==> config.mk <==
export PLATFORM = sky130hd
export DESIGN_NAME = ysyx_22050243_lsu
export DESIGN_NICKNAME = d
export VERILOG_FILES = /design/src/rtl/ysyx_22050243_lsu.sv
export SDC_FILE = /design/constraint.sdc
export NUM_CORES = 1
export LEC_CHECK = 0
export ABC_AREA = 1
export BUFFER_PORTS_ARGS = -buffer_cell sky130_fd_sc_hd__buf_2
export CAP_MARGIN = 20
export CORE_MARGIN = 2
export CORE_UTILIZATION = 30
export DETAILED_ROUTE_END_ITERATION = 7
export MAX_ROUTING_LAYER = met4
export PLACE_DENSITY = 0.5
export SLEW_MARGIN = 20
export SYNTH_ARGS = -nofsm -noshare
export SYNTH_HDL_FRONTEND = slang
export SYNTH_SLANG_ARGS = --single-unit
export TNS_END_PERCENT = 10
==> constraint.sdc <==
create_clock -name clk -period 1.8 [get_ports clk]
set_input_delay 0.18 -clock clk [delete_from_list [all_inputs] [get_ports clk]]
set_output_delay 0.18 -clock clk [all_outputs]
set_load 0.1 [all_outputs]
==> src/rtl/ysyx_22050243_lsu.sv <==
// ============================================================================
// Module   : ysyx_22050243_lsu
// Purpose  : Load/store unit. Issues one aligned 64-bit bus request per memory
//            op and returns the extended load data. Stalls the pipeline meanwhile.
// Revision : 1.0 - initial release
// ============================================================================
`default_nettype none

module ysyx_22050243_lsu #(
    parameter int XLEN = 64,
    parameter int AW   = 32
) (
    input  logic            clk,
    input  logic            rst,
    input  logic            ex_valid,
    input  logic            mem_r,
    input  logic            mem_w,
    input  logic [2:0]      funct3,
    input  logic [AW-1:0]   addr,
    input  logic [XLEN-1:0] wdata,
    output logic            lsu_busy,
    output logic            lsu_done,
    output logic            lsu_err,
    output logic [XLEN-1:0] rdata,
    output logic            req_valid,
    input  logic            req_ready,
    output logic            req_we,
    output logic [AW-1:0]   req_addr,
    output logic [XLEN-1:0] req_wdata,
    output logic [7:0]      req_wmask,
    input  logic            rsp_valid,
    input  logic [XLEN-1:0] rsp_data
);

    typedef enum logic [2:0] {
        S_IDLE = 3'd0,
        S_REQ  = 3'd1,
        S_RESP = 3'd2,
        S_DONE = 3'd3,
        S_ERR  = 3'd4
    } state_t;

    state_t             r_state;
    state_t             w_next;

    logic               r_we;
    logic [1:0]         r_size;
    logic               r_sign;
    logic [2:0]         r_off;
    logic [AW-1:0]      r_addr;
    logic [XLEN-1:0]    r_wdata;
    logic [7:0]         r_wmask;
    logic [XLEN-1:0]    r_rdata;

    logic               w_start;
    logic               w_misaligned;
    logic               w_illegal;
    logic               w_err_cond;
    logic [7:0]         w_size_mask;
    logic [XLEN-1:0]    w_shifted;
    logic [XLEN-1:0]    w_load;

    // Op decode: alignment, legality and the unshifted byte-enable pattern
    always_comb begin
        w_start      = (r_state == S_IDLE) & ex_valid & (mem_r ^ mem_w);
        w_misaligned = 1'b0;
        w_size_mask  = 8'h00;
        case (funct3[1:0])
            2'd0: begin
                w_misaligned = 1'b0;
                w_size_mask  = 8'h01;
            end
            2'd1: begin
                w_misaligned = addr[0];
                w_size_mask  = 8'h03;
            end
            2'd2: begin
                w_misaligned = |addr[1:0];
                w_size_mask  = 8'h0F;
            end
            default: begin
                w_misaligned = |addr[2:0];
                w_size_mask  = 8'hFF;
            end
        endcase
        w_illegal  = mem_r ? (funct3 == 3'b111) : funct3[2];
        w_err_cond = w_misaligned | w_illegal;
    end

    always_comb begin
        w_next = r_state;
        case (r_state)
            S_IDLE: begin
                if (w_start) begin
                    w_next = w_err_cond ? S_ERR : S_REQ;
                end
            end
            S_REQ: begin
                if (req_ready) begin
                    w_next = S_RESP;
                end
            end
            S_RESP: begin
                if (rsp_valid) begin
                    w_next = S_DONE;
                end
            end
            S_DONE:  w_next = S_IDLE;
            S_ERR:   w_next = S_IDLE;
            default: w_next = S_IDLE;
        endcase
    end

    always_ff @(posedge clk) begin
        if (rst) begin
            r_state <= S_IDLE;
        end else begin
            r_state <= w_next;
        end
    end

    // Load extraction: bring the addressed lane down to bit 0, then extend
    always_comb begin
        w_shifted = rsp_data >> {r_off, 3'b000};
        w_load    = w_shifted;
        case (r_size)
            2'd0:    w_load = {{(XLEN-8){r_sign & w_shifted[7]}},   w_shifted[7:0]};
            2'd1:    w_load = {{(XLEN-16){r_sign & w_shifted[15]}}, w_shifted[15:0]};
            2'd2:    w_load = {{(XLEN-32){r_sign & w_shifted[31]}}, w_shifted[31:0]};
            default: w_load = w_shifted;
        endcase
    end

    always_ff @(posedge clk) begin
        if (rst) begin
            r_we    <= 1'b0;
            r_size  <= 2'd0;
            r_sign  <= 1'b0;
            r_off   <= 3'd0;
            r_addr  <= '0;
            r_wdata <= '0;
            r_wmask <= 8'h00;
            r_rdata <= '0;
        end else begin
            if (w_start && !w_err_cond) begin
                r_we    <= mem_w;
                r_size  <= funct3[1:0];
                r_sign  <= ~funct3[2];
                r_off   <= addr[2:0];
                r_addr  <= {addr[AW-1:3], 3'b000};
                r_wdata <= wdata << {addr[2:0], 3'b000};
                r_wmask <= mem_w ? (w_size_mask << addr[2:0]) : 8'h00;
            end
            // Store acks carry no data; rdata keeps the last load result
            if ((r_state == S_RESP) && rsp_valid && !r_we) begin
                r_rdata <= w_load;
            end
        end
    end

    // An op that will error out never stalls the pipeline
    assign lsu_busy  = (r_state == S_REQ) | (r_state == S_RESP) | (w_start & ~w_err_cond);
    assign lsu_done  = (r_state == S_DONE);
    assign lsu_err   = (r_state == S_ERR);
    assign rdata     = r_rdata;
    assign req_valid = (r_state == S_REQ);
    assign req_we    = r_we;
    assign req_addr  = r_addr;
    assign req_wdata = r_wdata;
    assign req_wmask = r_wmask;

endmodule

`default_nettype wire

# Word level (Yosys, flattened, before mapping)
# Index checks and enable logic that the tools add are counted.
[op_classes]
n_eq_ne = 12
shift = 3
muxes = 10
n_bitwise = 12
n_reduce_logical = 11
[ops]
columns = ["operator", "count"]
rows = [
  ["one-hot mux 64 bit (3 select lines)", 1],
  ["<< shifter 64 x 6 -> 64 bit", 1],
  [">> shifter 64 x 6 -> 64 bit", 1],
  ["one-hot mux 8 bit (3 select lines)", 1],
  ["2-to-1 mux 3 bit", 4],
  ["one-hot mux 3 bit (3 select lines)", 1],
  ["2-to-1 mux 8 bit", 1],
  ["<< shifter 8 x 3 -> 8 bit", 1],
  ["AND 1 bit", 6],
  ["equality test 3 x 2 -> 1 bit, second input constant", 2],
  ["equality test 3 bit, second input constant", 2],
  ["equality test 2 x 1 -> 1 bit, second input constant", 2],
  ["equality test 2 bit, second input constant", 2],
  ["zero test 2 bit", 2],
  ["inequality test 2 bit, second input constant", 2],
  ["equality test 3 x 1 -> 1 bit, second input constant", 1],
  ["logical AND 1 bit", 3],
  ["zero test 3 bit", 1],
  ["bitwise OR 1 bit", 3],
  ["one-hot mux 1 bit (3 select lines)", 1],
  ["AND reduction 3 bit", 1],
  ["OR reduction 3 bit", 1],
  ["zero test 1 bit", 2],
  ["inequality test 2 x 1 -> 1 bit, second input constant", 1],
  ["other kinds (4)", 5],
]
[word_totals]
regBits = 175
inputBits = 170

# Longest topological paths before layout
[logic_depth]
ltp_word = 6
ltp_mapped = 11
mapped_depth_nobuf = 9

# Worst setup path after synthesis
# Ideal clock, no wire load.
[synth_timing]
path_type = "register to output"
start = "register r_state[1]"
end = "output port lsu_done"
arrival_ns = 2.449
required_time_ns = 1.620
slack_ns = -0.829
path_stages_with_launch = 3
n_path_buf = 0
path_cell_list = "dfxtp_1 inv_1 nor3_1"
[synth_between]
elab_chain_cells = 1
[synth_rtl]
columns = ["element", "line", "text"]
rows = [
  ["start: declaration", "43", "state_t r_state;"],
  ["start signal: assignment", "118", "r_state <= w_next;"],
  ["equality test 3 x 2 -> 1 bit", "163", "assign lsu_done = (r_state == S_DONE);"],
  ["end: declaration", "22", "output logic lsu_done,"],
]
# No other way between the ends.

# Worst setup path in the final report
[layout_timing]
start = "register r_state[1]"
end = "output port req_valid"
[layout_between]
elab_chain_cells = 1
[layout_rtl]
columns = ["element", "line", "text"]
rows = [
  ["equality test 3 x 1 -> 1 bit", "166", "assign req_valid = (r_state == S_REQ);"],
  ["end: declaration", "25", "output logic req_valid,"],
]
# No other way between the ends.

==> summary.txt <==
Route
  • ANT nets after route: 0
  • Vias per Instance: 4.90
  • Routed Wire Length: 42000 um
  • DRT iter0 DRCs: 797
  • Drt first pass iters: 6
  • Vias after detailed routing: between 10000 and 15000
  • Post-route DRC: 0
  • Routed length per instance: 16.9 um

Synth
  • Post-Syn Area: 10100 um^2
  • Synth warn: 0
  • Post-synthesis cell count: 1676
  • Synth top area share: 34.7%
  • Mean post-synth cell area: 6.02 um^2
  • Synth cell types: 32
  • Synth area leader: dfxtp_1
  • Seq/Total Area, Yosys: 34.7%
  • Top cells by area, synth: dfxtp_1 (35%), nand2_1 (18%), o21ai_0 (10%)
  • Number of synthesized register bits: 175

Pwr
  • Worst vdd ir: 0.700 mV
  • Pwr dens: 1330 nW/um^2
  • Static Leak: 6.77 nW

Worst setup path
  • Crit path DAT: 1.56 ns
  • Critical path's most frequent cell: inv_1
  • CP cell instances: inv_1, nand3_1, inv_1, buf_4
  • CP required: 1.62 ns
  • Crit-path slowest cell: dfxtp_1
  • Largest stage delay on the critical path: approximately 0.33 ns
  • CP Capture Type: output pin
  • Crit Path Max Fanout: 4
  • Startpoint Class: register
  • Crit Path Class: reg -> out
  • Worst path bufs/invs: 3
  • Cell class contributing the biggest share of worst-path delay: buffers and inverters

Die
  • Die W: 187 um
  • Row count: 67
  • Top Ports: 343
  • DIE AREA: about 35000 um^2
  • Starting Density: between 30% and 40%
  • Die H: 187 um
  • Core area: 33400 um^2

STA
  • Worst Tran Pin Value: around 0.66 ns
  • Max_slew headroom: between 50% and 60%
  • Final worst-path setup slack: 0.0649 ns
  • Fin. max-slew vios: 0
  • Final Skew: 0.0115 ns
  • RSZ-0062 raised after global routing: true
  • Minimum clock period: 1.74 ns
  • Peak Freq: slightly below 600 MHz
  • Hold Violations, Final: 0
  • WHS: 0.0646 ns
  • Finish-stage setup viols: 0
  • Fin crit share: between 90% and 100%

Place
  • Buffers on Ports: 339
  • Post-DP HPWL: 31300 um
  • Area of placed instances: 12700 um^2
  • Gp weighted congestion: 0.920
  • Pre-CTS WS: -0.0875 ns

Job
  • Max-Cap Viols: 0

Global route
  • GRT Resource Usage Total: 24.3%
  • First-pass GRT wire length: approximately 65000 um
  • Initial antenna violation count: 7
  • Pin count of the biggest net entering global routing: a little over 90
  • Vias in the first global route: 11878
  • Congestion Overflow GR: 0

Final layout
  • Nets: ~2200
  • Final instance area: 13700 um^2
  • Syn-to-layout area delta: 35.5%
  • Layout cells sized above 1: 25.0%

CTS
  • Clock tree buffer depth: 2
  • Num CTS Buffers: 17
  • Worst-path clk slew: 0.08 ns
  • Clock sinks: 175
  • Root Buffer: clkbuf_16
  • H-tree levels: 4
  • CTS tree: built
  • Clock Latency Late Sink: 0.45 ns

Min path
  • HP Class: in -> reg

Status
  • Status: finished clean
## per-stage QoR
stage | power (mW) | util [%] | cells | setup TNS [ns]
global placement | 14.4 | 38.0 | 2417 | -0.0635
finish | 18.2 | 41.0 | 2489 | 0
CTS | 18.4 | 41.0 | 2482 | -0.00718
detailed placement | 14.4 | 38.0 | 2417 | -0.233
global route | 19.2 | 41.0 | 2488 | -0.119
floorplan | 12.0 | - | 1678 | -2.18
## cell usage in the layout (no fill, tap or decap), types with 4 or more instances in the layout
| cell type | n |
|---|---|
| buf_4 | 61 |
| dlygate4sd3_1 | 30 |
| inv_2 | 9 |
| nand3_1 | 171 |
| inv_8 | 6 |
| dfxtp_1 | 172 |
| o211ai_1 | 16 |
| a21oi_1 | 95 |
| or2_2 | 22 |
| nand2_1 | 489 |
| buf_2 | 337 |
| nor3_1 | 4 |
| o21ai_0 | 205 |
| clkbuf_16 | 17 |
| buf_12 | 25 |
| inv_1 | 56 |
| diode_2 | 8 |
| nor2_1 | 265 |
| o21ai_1 | 9 |
## timing repair
| action | CTS | global route |
|---|---|---|
| resized for setup | 16 | 5 |
| hold buffers | 30 | 0 |
| endpoints found under the hold margin | 30 | 0 |
| gates cloned | 1 | 0 |
| setup buffers | 2 | 0 |
| endpoints found under the setup margin | 3 | 17 |
| pin swaps | 1 | 1 |
## where the power goes
part	internal [mW]	leakage [nW]	switching (mW)
clock	1.89	0.290	1.86
combinational	2.17	5.06	7.44
sequential	4.51	1.42	0.350
total	8.57	6.77	9.65
## Yosys cell counts (all sizes together)
cell type	n
nand2	492
nor2	268
o21ai	215
dfxtp	175
nand3	175
a21oi	95
buf	74
inv	68
clkbuf	59
or2	23
o211ai	16
nor3	6
clkinv	3
and2	2
o21a	2
a311oi	1
a31oi	1
conb	1
## final timing paths
check        slack, ns  cells after the start           from            end
min               0.06                      3          mem_w   req_wmask[2]
min reg2reg       0.47                      2  req_wdata[13]  req_wdata[13]
max reg2reg       0.08                      8     r_state[0]      rdata[37]
max               0.06                      4     r_state[1]      req_valid
## final cells by class
type                    count  area, um^2
fillers                  3733       19700
multi-input cells        1299        5730
flip-flops and latches    175        3510
repair buffers            456        3000
well taps                 448         561
clock buffers              18         439
inverters                  71         274
clock inverters            14         141
diodes                      8        20.0
## worst register-to-register path, cell delays in order, from the launching register on
cell and delay, ns:
dfxtp_2 0.33, inv_2 0.06, nand3_1 0.13, nor3_4 0.30
buf_12 0.27, buf_4 0.22, nand2_1 0.12, nor2_1 0.15
nor2_1 0.05
## layer usage
layer | global-route usage (%) | part of all wire, %
met1 | 28.1 | 41
met2 | 41.2 | 49
met3 | 5.23 | 6.6
met4 | 9.45 | 3.3
met5 | - | 0
## cell families (layout without fill, tap and decap cells)
kind of cell | count (synthesis) | after routing | share of synthesized area, %
AO/OA/AOI/OAI | 330 | 330 | 16.9
buffers and inverters | 204 | 559 | 9.08
flip-flops | 175 | 175 | 34.7
other | 1 | 11 | 0.0372
AND/OR/NAND/NOR | 966 | 966 | 39.3
## registers in the layout, indices dropped and copies added (netlist names)
name       cells
r_sign         1
r_size         2
req_wdata     64
rdata         64
req_addr      29
req_we         1
req_wmask      8
r_state        3
r_off          3
(Power assumes the default switching activity.)
